**config.mk**
```make
export PLATFORM = sky130hd
export DESIGN_NAME = opto_ram_reader
export DESIGN_NICKNAME = d
export VERILOG_FILES = /design/src/rtl/opto_pkg.sv /design/src/rtl/opto_rd_fifo2.sv /design/src/rtl/opto_ram_reader.sv
export SDC_FILE = /design/constraint.sdc
export NUM_CORES = 1
export LEC_CHECK = 0
export ABC_AREA = 1
export CORE_MARGIN = 5
export CORE_UTILIZATION = 58
export DETAILED_ROUTE_END_ITERATION = 10
export GPL_TIMING_DRIVEN = 0
export PLACE_DENSITY = 0.85
export REMOVE_ABC_BUFFERS = 1
export SLEW_MARGIN = 40
export SYNTH_ARGS = -nofsm -noshare
export SYNTH_HDL_FRONTEND = slang
export SYNTH_SLANG_ARGS = --single-unit
```
**constraint.sdc**
```tcl
create_clock -name i_clk -period 4.1 [get_ports i_clk]
set_input_delay 0.82 -clock i_clk [delete_from_list [all_inputs] [get_ports i_clk]]
set_output_delay 0.82 -clock i_clk [all_outputs]
set_load 0.03 [all_outputs]
```
**src/rtl/opto_pkg.sv**
```systemverilog
// Shared types and widths for the opto-wheel calibration RAM read path.
package opto_pkg;

  localparam int unsigned OPTO_ADDR_W = 8;
  localparam int unsigned OPTO_DATA_W = 8;

  // Bulk dump controller states
  typedef enum logic [1:0] {
    IDLE,
    RUN,
    DRAIN,
    DONE
  } dumpState_e;

  // Owner of a RAM read travelling down the latency pipeline
  typedef enum logic [1:0] {
    TAG_NONE,
    TAG_LOOKUP,
    TAG_DUMP
  } tag_e;

endpackage

```
**src/rtl/opto_rd_fifo2.sv**
```systemverilog
// Two-entry valid/ready buffer holding dump read data for the host stream.
//   clk, rst_n : clock, asynchronous active-low reset
//   push       : write pushData this cycle (ignored when full and not popping)
//   pushData   : data to store
//   pop        : head consumed this cycle (ignored when empty)
//   headData   : oldest stored entry
//   headValid  : buffer holds at least one entry
//   count      : number of stored entries, 0..2
module opto_rd_fifo2 #(
  parameter int unsigned DATA_W = 8
) (
  input  logic              clk,
  input  logic              rst_n,
  input  logic              push,
  input  logic [DATA_W-1:0] pushData,
  input  logic              pop,
  output logic [DATA_W-1:0] headData,
  output logic              headValid,
  output logic [1:0]        count
);

  logic [DATA_W-1:0] mem [2];
  logic              wrPtr;
  logic              rdPtr;
  logic [1:0]        cnt;
  logic              doPush;
  logic              doPop;

  assign doPop  = pop && (cnt != 2'd0);
  assign doPush = push && ((cnt != 2'd2) || doPop);

  // Storage, pointers and occupancy
  always_ff @(posedge clk or negedge rst_n) begin
    if (!rst_n) begin
      mem[0] <= '0;
      mem[1] <= '0;
      wrPtr  <= 1'b0;
      rdPtr  <= 1'b0;
      cnt    <= 2'd0;
    end else begin
      if (doPush) begin
        mem[wrPtr] <= pushData;
        wrPtr      <= ~wrPtr;
      end
      if (doPop) begin
        rdPtr <= ~rdPtr;
      end
      case ({doPush, doPop})
        2'b10:   cnt <= cnt + 2'd1;
        2'b01:   cnt <= cnt - 2'd1;
        default: cnt <= cnt;
      endcase
    end
  end

  assign headData  = mem[rdPtr];
  assign headValid = (cnt != 2'd0);
  assign count     = cnt;

endmodule

```
**src/rtl/opto_ram_reader.sv**
```systemverilog
// Read-side controller for the opto-wheel calibration RAM. Encoder lookups
// get the read port whenever they ask; a bulk dump of a wrapping address
// window streams out over valid/ready using the remaining read slots.
//   i_clk, i_rst_n       : clock, asynchronous active-low reset
//   i_lookup_req/addr    : single-cycle lookup request and address
//   o_lookup_data/valid  : lookup result, RAM_LAT+1 cycles after request
//   i_dump_start/base/len: dump start pulse, first address, byte count 0..256
//   o_dump_data/valid    : dump stream, i_dump_ready from sink
//   o_dump_busy/done     : dump in progress / one-cycle completion pulse
//   o_ram_rdaddr/rden    : RAM read address and read enable
//   i_ram_rdata          : RAM read data, valid RAM_LAT cycles after issue
module opto_ram_reader
  import opto_pkg::*;
#(
  parameter int          RAM_LAT = 1,
  parameter int unsigned ADDR_W  = OPTO_ADDR_W,
  parameter int unsigned DATA_W  = OPTO_DATA_W
) (
  input  logic              i_clk,
  input  logic              i_rst_n,
  input  logic              i_lookup_req,
  input  logic [ADDR_W-1:0] i_lookup_addr,
  output logic [DATA_W-1:0] o_lookup_data,
  output logic              o_lookup_valid,
  input  logic              i_dump_start,
  input  logic [ADDR_W-1:0] i_dump_base,
  input  logic [ADDR_W:0]   i_dump_len,
  output logic [DATA_W-1:0] o_dump_data,
  output logic              o_dump_valid,
  input  logic              i_dump_ready,
  output logic              o_dump_busy,
  output logic              o_dump_done,
  output logic [ADDR_W-1:0] o_ram_rdaddr,
  output logic              o_ram_rden,
  input  logic [DATA_W-1:0] i_ram_rdata
);

  localparam int unsigned CNT_W = ADDR_W + 1;

  dumpState_e        state;
  dumpState_e        stateNext;
  tag_e              tagPipe [RAM_LAT];
  tag_e              issueTag;
  tag_e              landTag;
  logic [ADDR_W-1:0] baseReg;
  logic [ADDR_W-1:0] lastAddr;
  logic [ADDR_W-1:0] dumpAddr;
  logic [CNT_W-1:0]  lenReg;
  logic [CNT_W-1:0]  issuedCnt;
  logic [CNT_W-1:0]  acceptedCnt;
  logic [CNT_W-1:0]  acceptedNext;
  logic [1:0]        inflightDump;
  logic [1:0]        fifoCount;
  logic [2:0]        creditUsed;
  logic              dumpIssue;
  logic              dumpPop;
  logic              latchStart;
  logic              fifoValid;
  logic [DATA_W-1:0] fifoData;

  assign landTag      = tagPipe[RAM_LAT-1];
  assign dumpPop      = fifoValid && i_dump_ready;
  assign acceptedNext = acceptedCnt + CNT_W'(dumpPop);
  assign dumpAddr     = baseReg + issuedCnt[ADDR_W-1:0];
  assign creditUsed   = 3'(fifoCount) + 3'(inflightDump);

  // Dump reads still travelling through the RAM latency
  always_comb begin
    inflightDump = 2'd0;
    for (int i = 0; i < RAM_LAT; i++) begin
      if (tagPipe[i] == TAG_DUMP) begin
        inflightDump = inflightDump + 2'd1;
      end
    end
  end

  // Read-port arbitration: lookups always win. The dump credit counts the
  // slot freed by a same-cycle pop so ready-high streaming runs at full rate.
  always_comb begin
    dumpIssue    = (state == RUN) && !i_lookup_req && (issuedCnt < lenReg) &&
                   (creditUsed < (3'd2 + 3'(dumpPop)));
    issueTag     = TAG_NONE;
    o_ram_rden   = 1'b0;
    o_ram_rdaddr = lastAddr;
    if (i_lookup_req) begin
      issueTag     = TAG_LOOKUP;
      o_ram_rden   = 1'b1;
      o_ram_rdaddr = i_lookup_addr;
    end else if (dumpIssue) begin
      issueTag     = TAG_DUMP;
      o_ram_rden   = 1'b1;
      o_ram_rdaddr = dumpAddr;
    end
  end

  // Dump state register
  always_ff @(posedge i_clk or negedge i_rst_n) begin
    if (!i_rst_n) begin
      state <= IDLE;
    end else begin
      state <= stateNext;
    end
  end

  // Dump next-state logic; starts are only honoured from IDLE
  always_comb begin
    stateNext  = state;
    latchStart = 1'b0;
    unique case (state)
      IDLE: begin
        if (i_dump_start) begin
          if (i_dump_len == '0) begin
            stateNext = DONE;
          end else begin
            stateNext  = RUN;
            latchStart = 1'b1;
          end
        end
      end
      RUN: begin
        if (issuedCnt == lenReg) begin
          stateNext = DRAIN;
        end
      end
      DRAIN: begin
        if (acceptedNext == lenReg) begin
          stateNext = DONE;
        end
      end
      DONE: begin
        stateNext = IDLE;
      end
      default: begin
        stateNext = IDLE;
      end
    endcase
  end

  // Dump window and progress counters
  always_ff @(posedge i_clk or negedge i_rst_n) begin
    if (!i_rst_n) begin
      baseReg     <= '0;
      lenReg      <= '0;
      issuedCnt   <= '0;
      acceptedCnt <= '0;
    end else if (latchStart) begin
      baseReg     <= i_dump_base;
      lenReg      <= i_dump_len;
      issuedCnt   <= '0;
      acceptedCnt <= '0;
    end else begin
      if (dumpIssue) begin
        issuedCnt <= issuedCnt + CNT_W'(1);
      end
      if (dumpPop) begin
        acceptedCnt <= acceptedNext;
      end
    end
  end

  // Tag pipeline tracks who owns the data landing RAM_LAT cycles later
  always_ff @(posedge i_clk or negedge i_rst_n) begin
    if (!i_rst_n) begin
      for (int i = 0; i < RAM_LAT; i++) begin
        tagPipe[i] <= TAG_NONE;
      end
      lastAddr <= '0;
    end else begin
      tagPipe[0] <= issueTag;
      for (int i = 1; i < RAM_LAT; i++) begin
        tagPipe[i] <= tagPipe[i-1];
      end
      if (o_ram_rden) begin
        lastAddr <= o_ram_rdaddr;
      end
    end
  end

  // Lookup result register
  always_ff @(posedge i_clk or negedge i_rst_n) begin
    if (!i_rst_n) begin
      o_lookup_valid <= 1'b0;
      o_lookup_data  <= '0;
    end else begin
      o_lookup_valid <= (landTag == TAG_LOOKUP);
      if (landTag == TAG_LOOKUP) begin
        o_lookup_data <= i_ram_rdata;
      end
    end
  end

  opto_rd_fifo2 #(
    .DATA_W (DATA_W)
  ) u_fifo (
    .clk       (i_clk),
    .rst_n     (i_rst_n),
    .push      (landTag == TAG_DUMP),
    .pushData  (i_ram_rdata),
    .pop       (dumpPop),
    .headData  (fifoData),
    .headValid (fifoValid),
    .count     (fifoCount)
  );

  assign o_dump_data  = fifoData;
  assign o_dump_valid = fifoValid;
  assign o_dump_busy  = (state == RUN) || (state == DRAIN);
  assign o_dump_done  = (state == DONE);

endmodule

```
==> results of run 1 <==
final cells by class:
cell class,instances,share of cell area
Tap cell,99,0.0238
Timing Repair Buffer,67,0.133
Inverter,58,0.0429
Multi-Input combinational cell,369,0.399
Clock buffer,9,0.0238
Sequential cell,76,0.366
Clock inverter,7,0.0118
final timing paths:
path	startpoint	end	slack, ns
min reg2reg	lastAddr[3]$_DFFE_PN0P_	lastAddr[3]$_DFFE_PN0P_	0.49
max in group asynchronous	i_rst_n	acceptedCnt[1]$_DFFE_PN0P_	3.26
min	i_rst_n	acceptedCnt[7]$_DFFE_PN0P_	0.33
max	i_dump_ready	o_ram_rdaddr[5]	0.35
min in group i_clk	lastAddr[3]$_DFFE_PN0P_	lastAddr[3]$_DFFE_PN0P_	0.49
max reg2reg	u_fifo.count[1]$_DFFE_PN0P_	state[0]$_DFFE_PN0P_	1.63
state kept, by name (all words and copies together) (netlist names):
register	count
o_lookup_valid	1
u_fifo.wrPtr	1
state	2
u_fifo.count	2
lenReg	9
acceptedCnt	9
lastAddr	8
u_fifo.mem	16
baseReg	8
o_lookup_data	8
issuedCnt	9
u_fifo.rdPtr	1
landTag	2
power by group:
part	switching [mW]	internal, mW
clock network	0.309	0.229
registers	0.174	0.993
logic	0.915	0.616
layer usage:
| layer | vias to the layer above | wire length, µm |
|---|---|---|
| li1 | 1816 | - |
| met1 | 1767 | 4010 |
| met2 | 129 | 4800 |
| met3 | 21 | 498 |
| met4 | 0 | 231 |
| met5 | - | 0 |
timing repair:
item	in CTS	in global routing
resized for setup	0	1
endpoints found under the setup margin	0	8
buffers inserted	0	0
worst max-delay path: cells and delay by family:
family | cells | cell delay (ns)
AOI/OAI and AO/OA | 2 | 0.20
buffers and inverters | 3 | 1.23
and+or+nand+nor | 5 | 0.67
cell families after synthesis:
group                      share of synthesized area
and+or+nand+nor                                0.261
DFF                                            0.445
AOI/OAI and AO/OA                             0.0925
buffers and inverters                         0.0703
adders and majority gates                     0.0837
xor gates and xnor gates                      0.0266
muxes                                         0.0211
synthesized netlist by cell type:
master,instances
o21a_1,1
xor2_1,11
nand2_1,151
or2_2,3
inv_1,55
nand3b_1,1
buf_8,2
nor2_4,2
nand2_4,3
mux2_2,8
nor3_1,4
o211a_1,1
buf_2,5
nand4_1,5
nor4_1,3
or2_1,2
inv_2,2
ha_1,27
inv_6,1
a21oi_1,12
clkbuf_1,3
dfrtp_1,76
nor2_2,1
nand3_1,55
nand3_2,2
buf_6,1
o21ai_2,9
xnor2_1,2
nor2_1,15
fa_1,1
o21ai_0,38
o21ai_1,1
o22ai_1,7
nand2_2,4
per-stage QoR:
step	instances	util	hold slack, ns	total power [mW]
2_1_floorplan	503	-	0.447	2.18
3_3_place_gp	668	0.690	0.460	2.62
3_5_place_dp	669	0.694	0.464	2.71
4_1_cts	685	0.720	0.337	3.25
5_1_grt	685	0.720	0.349	3.48
6_report	685	0.720	0.332	3.24
==> impl_metrics.csv, run 1 <==
group,metric,value,unit
outcome,status,"completed",
floorplanning,die_x,95.8,µm
grt,busiest_layer,"met2",
timing,period_minus_slack,3.75,ns
timing,finalCritPeriodShare,0.915,
power_and_ir_drop,p_per_area,623,mW/mm²
timing,finalHoldViolations,0,
finish,fillerInstances,576,
drt,via_per_inst,5.45,
grt,grt_start_max_net_pins,47,
yosys,synth.distinct_cells,34,
setup_path,cpMaxStageDelayCell,"clkdlybuf4s50_1",
placement,routabilityCongestion,0.863,
yosys,ys.warnings.count,0,
timing,slew_violations,0,
setup_path,crit_required,3.28,ns
setup_path,worstPathCellList,"clkdlybuf4s50_1 > nand2_4 > o21ai_2 > o211a_1 > nand2_4 > inv_6 > nor2_4 > nand2_1 > nand3_1 > clkdlybuf4s50_1",
timing,fmax,266,MHz
finish,area_growth,21.6,%
yosys,synthesis.instances,514,
finish,final_layout_size_suffix_gt1_frac,0.0904,
clock_network,insertion_delay,0.36,ns
drt,drc,0,
grt,grt_use_met3,0.0352,
floorplanning,io_pins,67,
clock_network,clockBufferDepth,2,
drt,drt-total-wl,9540,µm
finish,postLayoutCellArea,0.00520,mm²
grt,grt_use_total,0.221,
yosys,syn_avg_cell_area,8.32,µm²
floorplanning,fp.dieArea,0.00919,mm²
setup_path,r2r_cells,20,
yosys,ys_ff_latch,76,
drt,vias,3733,
timing,worst_slew_pin_slew,0.765,ns
timing,skew,0.0103,ns
min_path,hp-class,"input port to async pin",
placement,hpwl,7120,µm
grt,grt_pass1_vias,3597,
run,maxCapViolations,0,
finish,n_antenna_cell,0,
timing,layout_setup_ws,0.347,ns
timing,setup_viol,0,
clock_network,root_buffer,"clkbuf_8",
setup_path,arrival,2.93,ns
clock_network,cts_hold_buf,0,
finish,final_common_cell,"nand2_1",
setup_path,max_stage_delay,0.67,ns
finish,final_nets,647,
finish,final_cell_mix,"nand2_1, dfrtp_1, clkdlybuf4s50_1",
grt,antenna_found_initial,0,
yosys,ys_seq_area_frac,0.445,
clock_network,clkTransAtPathRegs,0.08,ns
placement,placed_cell_area,0.00501,mm²
clock_network,cts_tree,"yes",
drt,antenna_left,0,
placement,pre_cts_slack,0.0493,ns
finish,multi_input_area,0.00207,mm²
clock_network,cts_sinks,76,
yosys,synth_area_leader_cell,"dfrtp_1",
drt,wire_per_inst,13.9,µm
yosys,ys_top_cells_by_area,"dfrtp_1, nand2_1, ha_1",
yosys,syn_area,0.00427,mm²
clock_network,h-tree-depth,3,
grt,grt.overflow.total,0,
setup_path,critPathCaptureType,"output pin",
finish,seqCellArea,0.00190,mm²
grt,met2_usage,0.379,
clock_network,cts-buffers-inserted,9,
timing,finalSetupTns,0,ns
setup_path,critPathMaxFanout,17,
floorplanning,core,0.00721,mm²
setup_path,crit_type,"input port to output pin",
setup_path,critPathLaunchType,"input port",
drt,dr.pass1.iters,6,
floorplanning,dieHeight,95.8,µm
timing,max_slew_margin,0.490,
power_and_ir_drop,p_leak,2.56,nW
grt,grtUsageMet1,0.273,
yosys,netlist.area_leader.share,0.445,
grt,grt_pass1_wl,15900,µm
timing,rsz0062_at_grt,"no",
power_and_ir_drop,ir_drop,0.352,mV
placement,port-buffer-count,66,
floorplanning,start_util,0.592,
floorplanning,rows,31,
drt,drt_iter0_drc,186,
Note: power is estimated with default switching activity, not from simulation.
==> inputs of run 2 (changes only) <==
- CTS_CLUSTER_DIAMETER: unset -> 50
- REMOVE_ABC_BUFFERS: 1 -> unset
==> run 2 against run 1 <==
Die area stayed put. Global-route usage is 1.1 points higher. Via count is 0.75% lower. Sequential power hardly changed. Setup slack worse by 0.22 ns. First-iteration DRC count is 6.5% higher.
==> impl_metrics.csv, run 2 (synthesis results as in run 1) <==
group,metric,value,unit
outcome,status,"completed",
placement,placed_cell_area,0.00509,mm²
grt,grt.overflow.total,0,
power_and_ir_drop,ir_drop,0.307,mV
finish,largest_reg_flops,16,
power_and_ir_drop,power.total,3.29,mW
finish,final_cell_mix,"nand2_1, dfrtp_1, clkdlybuf4s50_1",
clock_network,clockBufferDepth,2,
floorplanning,io_pins,67,
floorplanning,fp.dieArea,0.00919,mm²
timing,setup_viol,0,
placement,dp.cells,680,
drt,wire_per_inst,14.3,µm
setup_path,crit_family,"buffers and inverters",
clock_network,cts-buffers-inserted,9,
floorplanning,dieHeight,95.8,µm
placement,pre_cts_slack,0.115,ns
timing,rsz0062_at_grt,"no",
timing,period_minus_slack,3.97,ns
floorplanning,core,0.00721,mm²
floorplanning,rows,31,
clock_network,insertion_delay,0.35,ns
floorplanning,start_util,0.592,
yosys,syn-num-nets,580,
placement,port-buffer-count,66,
grt,grt_pass1_vias,3735,
floorplanning,die_x,95.8,µm
clock_network,root_buffer,"clkbuf_8",
setup_path,max_stage_delay,0.67,ns
clock_network,h-tree-depth,3,
timing,finalHoldViolations,0,
drt,drc,0,
finish,final_common_cell,"nand2_1",
power_and_ir_drop,p_per_area,622,mW/mm²
timing,whs,0.331,ns
drt,drt-total-wl,9910,µm
min_path,hp-class,"input port to async pin",
placement,hpwl,7550,µm
setup_path,cpMaxStageDelayCell,"clkdlybuf4s50_1",
drt,dr.pass1.iters,4,
timing,max_slew_margin,0.633,
drt,via_per_inst,5.33,
drt,antenna_left,0,
clock_network,cts_sinks,76,
finish,final_nets,658,
setup_path,worstPathCellList,"clkdlybuf4s50_1 > buf_2 > inv_1 > nand3_1 > a21oi_1 > o211a_1 > nand2_4 > inv_6 > nor2_4 > nand2_1 > nand3_1 > clkdlybuf4s50_1",
clock_network,cts_tree,"yes",
power_and_ir_drop,p_leak,2.64,nW
setup_path,arrival,3.15,ns
timing,layout_setup_ws,0.129,ns
finish,post-route-util,0.733,
grt,antenna_found_initial,0,
setup_path,critPathMaxFanout,10,
finish,final_layout_size_suffix_gt1_frac,0.101,
grt,grt_use_total,0.232,
finish,regMostFlops,"u_fifo.mem",
setup_path,crit_required,3.28,ns
drt,vias,3705,
timing,slew_violations,0,
timing,worst_slew_pin_slew,0.550,ns
placement,routabilityCongestion,0.922,
finish,postLayoutCellArea,0.00529,mm²
timing,fmax,252,MHz
clock_network,postCtsSetupBuffers,0,
run,maxCapViolations,0,
setup_path,critPathLaunchType,"input port",
timing,skew,0.00684,ns
clock_network,postCtsResizedCells,0,
finish,area_growth,23.7,%
timing,finalCritPeriodShare,0.968,
setup_path,critPathCaptureType,"output pin",
clock_network,clkTransAtPathRegs,0.07,ns
setup_path,crit_type,"input port to output pin",
setup_path,path_buf_inv,5,
timing,finalSetupTns,0,ns
grt,grt_start_max_net_pins,48,
clock_network,cts_hold_buf,0,
drt,drt_iter0_drc,198,
finish,n_antenna_cell,0,
finish,final_cell_count_no_fill,695,
grt,grt_pass1_wl,16500,µm
## run 2: layout make-up
| cell class | count | area [µm²] |
|---|---|---|
| clock buffers | 9 | 124 |
| clock inverters | 6 | 63.8 |
| well taps | 99 | 124 |
| fillers | 538 | 1930 |
| flip-flops and latches | 76 | 1900 |
| repair buffers | 67 | 699 |
| multi-input cells | 369 | 2070 |
| plain buffers | 11 | 77.6 |
| inverters | 58 | 223 |
## run 2: layer usage
layer | GRT usage | wire [µm]
met1 | 0.273 | 4150
met5 | 0 | 0
met2 | 0.411 | 5040
met4 | 0.0995 | 263
met3 | 0.0461 | 455
## run 2: power breakdown
group          total [mW]  switching (mW)  internal [mW]
Combinational        1.58           0.945          0.638
Sequential           1.15           0.157          0.993
Clock               0.553           0.276          0.277
Total                3.29            1.38           1.91
## run 2: worst reg2reg max path: cells and delay by family (launching register included)
family | cells | cell delay [ns]
adders and majority gates | 2 | 0.47
buffers and inverters | 4 | 0.34
and+or+nand+nor | 14 | 1.13
DFF | 1 | 0.42
## run 2: path summary, 6_finish.rpt
kind | depth (start not counted) | slack (ns) | endpoint | from
worst min register to register | 2 | 0.48 | lastAddr[7]$_DFFE_PN0P_ | lastAddr[7]$_DFFE_PN0P_
min in group i_clk | 2 | 0.48 | lastAddr[7]$_DFFE_PN0P_ | lastAddr[7]$_DFFE_PN0P_
worst max-delay path | 12 | 0.13 | o_ram_rdaddr[3] | i_lookup_req
worst max register to register | 20 | 1.65 | state[0]$_DFFE_PN0P_ | u_fifo.count[1]$_DFFE_PN0P_
max in group asynchronous | 2 | 3.25 | o_lookup_data[0]$_DFFE_PN0P_ | i_rst_n
worst min-delay path | 1 | 0.33 | state[1]$_DFFE_PN0P_ | i_rst_n
